===== config.mk =====
export PLATFORM = sky130hd
export DESIGN_NAME = fwd_scoreboard
export DESIGN_NICKNAME = d
export VERILOG_FILES = /design/src/rtl/pipe_pkg.sv /design/src/rtl/sb_port_sel.sv /design/src/rtl/fwd_scoreboard.sv
export SDC_FILE = /design/constraint.sdc
export NUM_CORES = 1
export LEC_CHECK = 0
export ABC_AREA = 0
export BUFFER_PORTS_ARGS = -buffer_cell sky130_fd_sc_hd__buf_2
export CELL_PAD_IN_SITES_DETAIL_PLACEMENT = 0
export CELL_PAD_IN_SITES_GLOBAL_PLACEMENT = 1
export CORE_MARGIN = 4
export CORE_UTILIZATION = 26
export DETAILED_ROUTE_END_ITERATION = 12
export PLACE_DENSITY_LB_ADDON = 0.1
export SLEW_MARGIN = 20
export SYNTH_ARGS = -nofsm -noshare
export SYNTH_HDL_FRONTEND = slang
export SYNTH_SLANG_ARGS = --single-unit

===== constraint.sdc =====
create_clock -name clk -period 2.8 [get_ports clk]
set_input_delay 0.56 -clock clk [delete_from_list [all_inputs] [get_ports clk]]
set_output_delay 0.56 -clock clk [all_outputs]
set_load 0.03 [all_outputs]

===== src/rtl/pipe_pkg.sv =====
// Shared pipeline constants for the hazard/forwarding scoreboard.
// Default geometry and stage indices for the EXE/MEM/WB pipeline.
package pipe_pkg;

   localparam int NSTAGE_DEF = 3;
   localparam int AW_DEF     = 5;
   localparam int DW_DEF     = 32;

   localparam int ST_EXE = 0;
   localparam int ST_MEM = 1;
   localparam int ST_WB  = 2;

   typedef logic [AW_DEF-1:0] reg_addr_t;

   localparam reg_addr_t REG_ZERO = 5'd0;

endpackage


===== src/rtl/sb_port_sel.sv =====
// Per-read-port producer select: youngest matching in-flight stage wins.
// SCOREBOARD_FWD_EN selects full forwarding; otherwise interlock-only.
module sb_port_sel
   import pipe_pkg::*;
#(
   parameter int NSTAGE = NSTAGE_DEF,
   parameter int AW     = AW_DEF,
   parameter int DW     = DW_DEF
)(
   input  logic [NSTAGE-1:0]    tv,
   input  logic [NSTAGE*AW-1:0] ta,
   input  logic [AW-1:0]        raddr,
   input  logic [NSTAGE-1:0]    st_data_ok,
   input  logic [NSTAGE*DW-1:0] st_wdata,
   input  logic [DW-1:0]        rf_rdata,
   output logic                 hazard,
   output logic [DW-1:0]        rdata
);

   logic          hit_s;
   logic          ok_s;
   logic [DW-1:0] data_s;

   // Priority scan from oldest to youngest so the lowest stage index overrides.
   always_comb begin
      hit_s  = 1'b0;
      ok_s   = 1'b0;
      data_s = rf_rdata;
      for (int i = NSTAGE - 1; i >= 0; i--) begin
         if (tv[i] && (ta[i*AW +: AW] == raddr) && (raddr != {AW{1'b0}})) begin
            hit_s  = 1'b1;
            ok_s   = st_data_ok[i];
            data_s = st_wdata[i*DW +: DW];
         end else begin
            hit_s  = hit_s;
         end
      end
   end

`ifdef SCOREBOARD_FWD_EN
   assign hazard = hit_s & ~ok_s;
   assign rdata  = data_s;
`else
   // Interlock-only: producer data never reaches the operand path.
   logic unused_fwd_s;
   assign unused_fwd_s = ok_s ^ (^data_s);
   assign hazard       = hit_s;
   assign rdata        = rf_rdata;
`endif

endmodule


===== src/rtl/fwd_scoreboard.sv =====
// Hazard/forwarding scoreboard: per-stage destination tags, stall and stall counter.
// Build option SCOREBOARD_FWD_EN enables forwarding (else interlock-only).
module fwd_scoreboard
   import pipe_pkg::*;
#(
   parameter int NSTAGE = NSTAGE_DEF,
   parameter int NREAD  = 2,
   parameter int DW     = DW_DEF,
   parameter int AW     = AW_DEF
)(
   input  logic                 clk,
   input  logic                 reset,
   input  logic                 id_valid,
   input  logic                 id_rf_we,
   input  logic [AW-1:0]        id_rf_waddr,
   input  logic [NREAD*AW-1:0]  id_raddr,
   input  logic [NSTAGE-1:0]    st_ld,
   input  logic [NSTAGE-1:0]    st_leave,
   input  logic [NSTAGE-1:0]    flush,
   input  logic [NSTAGE-1:0]    st_data_ok,
   input  logic [NSTAGE*DW-1:0] st_wdata,
   input  logic [NREAD*DW-1:0]  rf_rdata,
   output logic [NREAD*DW-1:0]  fwd_rdata,
   output logic                 stall,
   output logic [31:0]          stall_cnt
);

   logic [NSTAGE-1:0]    tv_r;
   logic [NSTAGE-1:0]    tv_nxt_s;
   logic [NSTAGE*AW-1:0] ta_r;
   logic [NSTAGE*AW-1:0] ta_nxt_s;
   logic [NSTAGE-1:0]    src_tv_s;
   logic [NSTAGE*AW-1:0] src_ta_s;
   logic [NREAD-1:0]     hazard_s;
   logic                 stall_s;
   logic [31:0]          stall_cnt_r;

   // A stalled ID instruction must not create a tag in EXE.
   assign src_tv_s = {tv_r[NSTAGE-2:0] & ~flush[NSTAGE-2:0],
                      id_valid & id_rf_we & (id_rf_waddr != {AW{1'b0}}) & ~stall_s};
   assign src_ta_s = {ta_r[(NSTAGE-1)*AW-1:0], id_rf_waddr};

   // Tag next-state: flush beats load beats leave.
   always_comb begin
      tv_nxt_s = tv_r;
      ta_nxt_s = ta_r;
      for (int i = 0; i < NSTAGE; i++) begin
         if (flush[i]) begin
            tv_nxt_s[i] = 1'b0;
         end else if (st_ld[i]) begin
            tv_nxt_s[i]          = src_tv_s[i];
            ta_nxt_s[i*AW +: AW] = src_ta_s[i*AW +: AW];
         end else if (st_leave[i]) begin
            tv_nxt_s[i] = 1'b0;
         end else begin
            tv_nxt_s[i] = tv_r[i];
         end
      end
   end

   // Tag registers.
   always_ff @(posedge clk) begin
      if (reset) begin
         tv_r <= {NSTAGE{1'b0}};
         ta_r <= {(NSTAGE*AW){1'b0}};
      end else begin
         tv_r <= tv_nxt_s;
         ta_r <= ta_nxt_s;
      end
   end

   for (genvar p = 0; p < NREAD; p++) begin : g_port
      sb_port_sel #(
         .NSTAGE (NSTAGE),
         .AW     (AW),
         .DW     (DW)
      ) u_sel (
         .tv         (tv_r),
         .ta         (ta_r),
         .raddr      (id_raddr[p*AW +: AW]),
         .st_data_ok (st_data_ok),
         .st_wdata   (st_wdata),
         .rf_rdata   (rf_rdata[p*DW +: DW]),
         .hazard     (hazard_s[p]),
         .rdata      (fwd_rdata[p*DW +: DW])
      );
   end

   assign stall_s = id_valid & (|hazard_s);
   assign stall   = stall_s;

   // Saturating stalled-cycle counter.
   always_ff @(posedge clk) begin
      if (reset) begin
         stall_cnt_r <= 32'd0;
      end else if (stall_s && (stall_cnt_r != 32'hFFFF_FFFF)) begin
         stall_cnt_r <= stall_cnt_r + 32'd1;
      end else begin
         stall_cnt_r <= stall_cnt_r;
      end
   end

   assign stall_cnt = stall_cnt_r;

endmodule


==> impl_metrics.env, run 1 <==
export IMPL_whs_path_depth=2
export IMPL_htreeDepth=2
export IMPL_die_w_um=122
export IMPL_grt_pass1_vias=2778
export IMPL_grt_first_pass_wirelength_um=15400
export IMPL_fp_dieH_um=122
export IMPL_gp_congestion=0.730
export IMPL_antenna_found_initial=0
export IMPL_period_share=0.927
export IMPL_finish_utilization=0.282
export IMPL_drive_gt1_frac=0.224
export IMPL_num_antenna_cells=0
export IMPL_min_from="flush[2]"
export IMPL_ys_seq_area_frac=0.298
export IMPL_port_buffers=60
export IMPL_drt_total_wl_um=9390
export IMPL_syn_area_per_cell_um2=8.36
export IMPL_crit_arrival_ns=2.03
export IMPL_drc=0
export IMPL_vias=2746
export IMPL_ir_drop_mv=0.197
export IMPL_synth_warnings=0
export IMPL_fin_cells=569
export IMPL_cts_resized=0
export IMPL_ys_types=41
export IMPL_place_inst=562
export IMPL_cp_required_ns=2.24
export IMPL_critPathLaunchType="flop"
export IMPL_io_pins=288
export IMPL_relSlewSlack=0.607
export IMPL_worstSkewPairLatency_ns=0.29
export IMPL_finalCriticalPeriod_ns=2.59
export IMPL_syn_inst=402
export IMPL_dp_hpwl_um=7130
export IMPL_wire_per_inst_um=16.5
export IMPL_hold_viol_final=0
export IMPL_min_to="tv_r[2]"
export IMPL_power_density_nw_per_um2=402
export IMPL_grt_total_usage=0.131
export IMPL_r2r_start="ta_r[9]"
export IMPL_worstSetupPathType="reg -> out"
export IMPL_area_growth_pct=5.88
export IMPL_final_nets=589
export IMPL_viasPerCell=4.83
export IMPL_fillers=1431
export IMPL_grt_overflow=0
export IMPL_core_um2=12600
export IMPL_hold_buffers=0
export IMPL_grt_max_degree=32
export IMPL_maxCapViolations=0
export IMPL_wl_met3_um=600
export IMPL_ys_ff_latch=50
export IMPL_die_area_um2=14800
export IMPL_finalClockSkew_ns=0.00513
export IMPL_ant_nets=0
export IMPL_row_count=41
export IMPL_firstDrtPassIters=4
export IMPL_worst_r2r_setup_slack_ns=0.37
export IMPL_synth_area_um2=3360
export IMPL_start_util=0.266
export IMPL_status="finished, final reports clean"
export IMPL_top_layer="met4"
export IMPL_r2r_end="stall_cnt[25]"
export IMPL_cts_buffers=5
export IMPL_r2r_cells=8
export IMPL_met2_length_um=3930
export IMPL_max_freq_ghz=0.385
export IMPL_worstMarginPinSlew_ns=0.590
export IMPL_post_cts_buffers=0
export IMPL_setup_viol=0
export IMPL_clockBufferDepth=2
export IMPL_p_leak_nw=1.29
export IMPL_wl_met1_um=4730
export IMPL_root_buffer="clkbuf_16"
export IMPL_critPathMaxFanout=4
export IMPL_drv_slew=0
export IMPL_hp_class="in -> reg"
export IMPL_syn_nets=594
export IMPL_clock_sinks=50
export IMPL_cts_tree="yes"
export IMPL_initialDrtViolationCount=130
export IMPL_clk_pin_slew_ns=0.06
export IMPL_cp_end_kind="primary output"
export IMPL_finalSetupTns_ns=0
export IMPL_rsz0062_at_grt="no"
[synthesized netlist by cell type (all sizes together)]
cell type | count | area [um2]
or4 | 24 | 180
buf | 75 | 548
and3 | 5 | 33.8
xor2 | 7 | 61.3
nand3 | 16 | 92.6
nor2 | 31 | 116
mux2 | 7 | 78.8
nor3 | 7 | 35.0
nor4 | 6 | 52.6
inv | 5 | 18.8
nand3b | 1 | 7.51
o22ai | 1 | 6.26
nand4 | 9 | 56.3
and4 | 4 | 37.5
o21ai | 2 | 10.0
o41ai | 2 | 17.5
clkbuf | 13 | 48.8
xnor2 | 23 | 201
dfxtp | 50 | 1000
nor4b | 2 | 23.8
ha | 1 | 12.5
o32ai | 2 | 17.5
o31ai | 21 | 158
nor2b | 10 | 62.6
or4b | 2 | 20.0
a22oi | 1 | 7.51
mux2i | 15 | 150
or3 | 5 | 36.3
nand2 | 22 | 82.6
a21oi | 26 | 130
and2 | 4 | 25.0
nand4bb | 1 | 11.3
o32a | 2 | 20.0
[worst max-delay path by stage]
stage	end	start	cells after the start	slack [ns]
finish	stall	ta_r[9]	7	0.21
global route	stall	ta_r[9]	7	0.09
CTS	stall	ta_r[9]	7	0.14
detailed placement	stall_cnt[25]	id_raddr[6]	9	0.07
global placement	stall_cnt[25]	id_raddr[6]	9	0.12
floorplan	stall	id_raddr[6]	9	0.10
[sequential cells by signal, summed over array words and instances (netlist names)]
signal,cells
tv_r,3
ta_r,15
stall_cnt,32
[report_power, final]
| part | switching [mW] | internal, mW |
|---|---|---|
| clock | 0.267 | 0.328 |
| sequential | 0.00949 | 0.716 |
| combinational | 0.0594 | 0.0488 |
| total | 0.336 | 1.09 |
[layer usage]
metal / vias up / track usage
li1: 1367 / -
met2: 76 / 0.189
met3: 24 / 0.0395
met1: 1279 / 0.186
met4: 0 / 0.0413
met5: - / 0
[metrics by stage]
step | cell area [um2] | setup slack, ns | hold WS (ns) | power (mW)
global route | 3560 | 0.0894 | 0.448 | 1.50
floorplan | 3360 | 0.101 | 0.523 | 0.972
global placement | 3430 | 0.124 | 0.484 | 0.851
CTS | 3560 | 0.143 | 0.427 | 1.47
finish | 3560 | 0.205 | 0.439 | 1.43
detailed placement | 3430 | 0.0728 | 0.487 | 0.852
[cell usage in the layout, fill, tap and decap left out, types with 2 or more instances in the layout]
cell        n
or4b_1      2
mux2_1      7
or3_1       4
mux2i_1    15
o31ai_1    21
buf_12      2
nand2_1    22
dfxtp_1    50
xnor2_1    23
nor4_1      5
xor2_1      7
clkbuf_1    2
buf_2      60
o41ai_1     2
clkbuf_16   5
and4_1      3
inv_1       5
nor2_1     31
or4_1      24
o32ai_1     2
and2_1      4
nor3_1      7
a21oi_1    26
nand3_1    15
o32a_1      2
buf_4      14
and3_1      2
nand4_1     9
o21ai_0     2
nor2b_1    10
and3_2      3
[critical path, stage by stage (launching register included)]
cell and delay (ns):
dfxtp_1 0.44, xnor2_1 0.14, nand4_1 0.12, o32ai_1 0.33
o22ai_1 0.12, and3_2 0.25, nor2_1 0.12, buf_2 0.21
[layout make-up]
class / instances / area [um2] / share of cell area
Clock buffer: 7 / 133 / 0.0373
Tap cell: 172 / 215 / 0.0605
Timing Repair Buffer: 76 / 445 / 0.125
Multi-Input combinational cell: 259 / 1750 / 0.491
Sequential cell: 50 / 1000 / 0.281
Inverter: 5 / 18.8 / 0.00527
[cell families after synthesis]
| kind of cell | Yosys count | share of synthesized area |
|---|---|---|
| mux | 22 | 0.0681 |
| fa+ha+maj | 1 | 0.00372 |
| simple gates | 149 | 0.260 |
| compound gates | 57 | 0.109 |
| buf+inv | 93 | 0.183 |
| flops | 50 | 0.298 |
| xor+xnor | 30 | 0.0782 |
Power figures use the tool's default switching activity.
==> run 2, diff against run 1 <==
Settings changed: GPL_TIMING_DRIVEN from default to 0.
==> impl_metrics.env, run 2 (synthesis gave the netlist of run 1 again) <==
export IMPL_finalClockSkew_ns=0.00889
export IMPL_place_area_um2=4200
export IMPL_multi_input_comb_area_um2=1770
export IMPL_r2r_start="stall_cnt[7]"
export IMPL_largest_reg_flops=32
export IMPL_cp_required_ns=2.24
export IMPL_layout_setup_ws_ns=0.209
export IMPL_critPathLaunchType="input pin"
export IMPL_period_share=0.925
export IMPL_antenna_found_initial=0
export IMPL_grt_total_usage=0.137
export IMPL_grt_first_pass_wirelength_um=16300
export IMPL_regArea_um2=1010
export IMPL_post_cts_buffers=0
export IMPL_critPathMaxFanout=23
export IMPL_relSlewSlack=0.586
export IMPL_clock_sinks=50
export IMPL_fp_dieH_um=122
export IMPL_wire_per_inst_um=15.1
export IMPL_whs_path_depth=2
export IMPL_worstSetupPathType="in -> out"
export IMPL_maxCapViolations=0
export IMPL_finalCriticalPeriod_ns=2.59
export IMPL_die_area_um2=14800
export IMPL_worst_r2r_setup_slack_ns=0.31
export IMPL_r2r_cells=9
export IMPL_cts_buffers=5
export IMPL_max_freq_ghz=0.386
export IMPL_most_common_layout_cells="129 x buf_2, 65 x buf_4, 46 x dfxtp_1, 31 x nor2_1, 26 x a21oi_1"
export IMPL_drt_total_wl_um=10600
export IMPL_core_um2=12600
export IMPL_layout_commonest_cell="buf_2"
export IMPL_initialDrtViolationCount=163
export IMPL_num_antenna_cells=0
export IMPL_grt_overflow=0
export IMPL_port_buffers=124
export IMPL_cp_end_kind="primary output"
export IMPL_clockBufferDepth=2
export IMPL_root_buffer="clkbuf_16"
export IMPL_dpl_worst_slack_ns=-0.261
export IMPL_crit_arrival_ns=2.03
export IMPL_min_to="tv_r[2]"
export IMPL_min_from="flush[2]"
export IMPL_grt_pass1_vias=3167
export IMPL_firstDrtPassIters=4
export IMPL_drive_gt1_frac=0.412
export IMPL_start_util=0.266
export IMPL_clk_pin_slew_ns=0.06
export IMPL_finalSetupTns_ns=0
export IMPL_row_count=41
export IMPL_worstSkewPairLatency_ns=0.29
export IMPL_setup_viol=0
export IMPL_ir_drop_mv=0.224
export IMPL_power_density_nw_per_um2=399
export IMPL_cts_tree="yes"
export IMPL_r2r_end="stall_cnt[1]"
export IMPL_final_area_um2=4390
export IMPL_worstMarginPinSlew_ns=0.622
export IMPL_fillers=1371
export IMPL_htreeDepth=2
export IMPL_drv_slew=0
export IMPL_io_pins=288
export IMPL_dp_hpwl_um=8300
export IMPL_area_growth_pct=30.7
export IMPL_ant_nets=0
export IMPL_drc=0
export IMPL_final_nets=723
export IMPL_grt_max_degree=17
export IMPL_vias=3290
export IMPL_hp_class="in -> reg"
export IMPL_hold_viol_final=0
export IMPL_viasPerCell=4.67
export IMPL_gp_congestion=0.819
export IMPL_status="finished, final reports clean"
export IMPL_die_w_um=122
export IMPL_p_leak_nw=1.85
export IMPL_rsz0062_at_grt="no"
run 2: cell count changes in the layout (fill, tap and decap cells not counted), moves of 2 or more:
| cell | delta |
|---|---|
| buf_12 | -2 |
| buf_2 | +69 |
| buf_4 | +51 |
| buf_6 | +3 |
| clkbuf_1 | +11 |
| dfxtp_1 | -4 |
| dfxtp_2 | +4 |
| xnor2_1 | -2 |
| xnor2_2 | +2 |
run 2: repair_timing:
action / CTS / global route
setup endpoints to repair: 1 / 1
hold buffers: 0 / 0
gates resized for setup: 2 / 10
gates cloned: 0 / 0
run 2: final cells by class:
type                    count  area share
multi-input cells         259       0.402
flip-flops and latches     50       0.229
repair buffers            124       0.142
plain buffers              86       0.135
well taps                 172      0.0490
clock buffers               5      0.0285
clock inverters             3     0.00997
inverters                   5     0.00427
run 2: per-layer routing:
metal,vias to the layer above,track usage,routed length (um),share of wire
met2,142,0.221,4630,0.44
met5,-,0,0,0
li1,1645,-,-,-
met3,4,0.0330,885,0.083
met4,0,0.0322,59,0.0056
met1,1499,0.185,5020,0.47
run 2: through the flow:
stage | cells | power, mW | hold WS, ns | utilization
final | 704 | 1.75 | 0.450 | 0.348
after CTS | 705 | 1.78 | 0.440 | 0.346
after global placement | 698 | 1.06 | 0.477 | 0.333
after floorplan | 402 | 0.972 | 0.523 | -
after detailed placement | 698 | 1.07 | 0.485 | 0.333
after global routing | 704 | 1.83 | 0.446 | 0.348
run 2: worst max path at each step:
stage                       from  slack, ns  depth (start not counted)           end
global route        stall_cnt[7]       0.07                          9  stall_cnt[1]
CTS                  id_raddr[6]      0.008                          8         stall
finish               id_raddr[6]       0.21                          7         stall
detailed placement   id_raddr[6]      -0.26                          9         stall
global placement     id_raddr[6]      -0.25                          9         stall
floorplan            id_raddr[6]       0.10                          9         stall
run 2: worst max-delay path, cell delays in order:
cell	delay, ns
buf_2	0.14
or4_1	0.53
o22ai_1	0.14
and3_1	0.19
buf_6	0.22
nor2_1	0.07
buf_4	0.17
run 2: report_power, final:
| group | internal [mW] | switching, mW | leakage (nW) |
|---|---|---|---|
| clock | 0.424 | 0.282 | 0.0842 |
| sequential | 0.716 | 0.00807 | 0.405 |
| combinational | 0.137 | 0.185 | 1.36 |
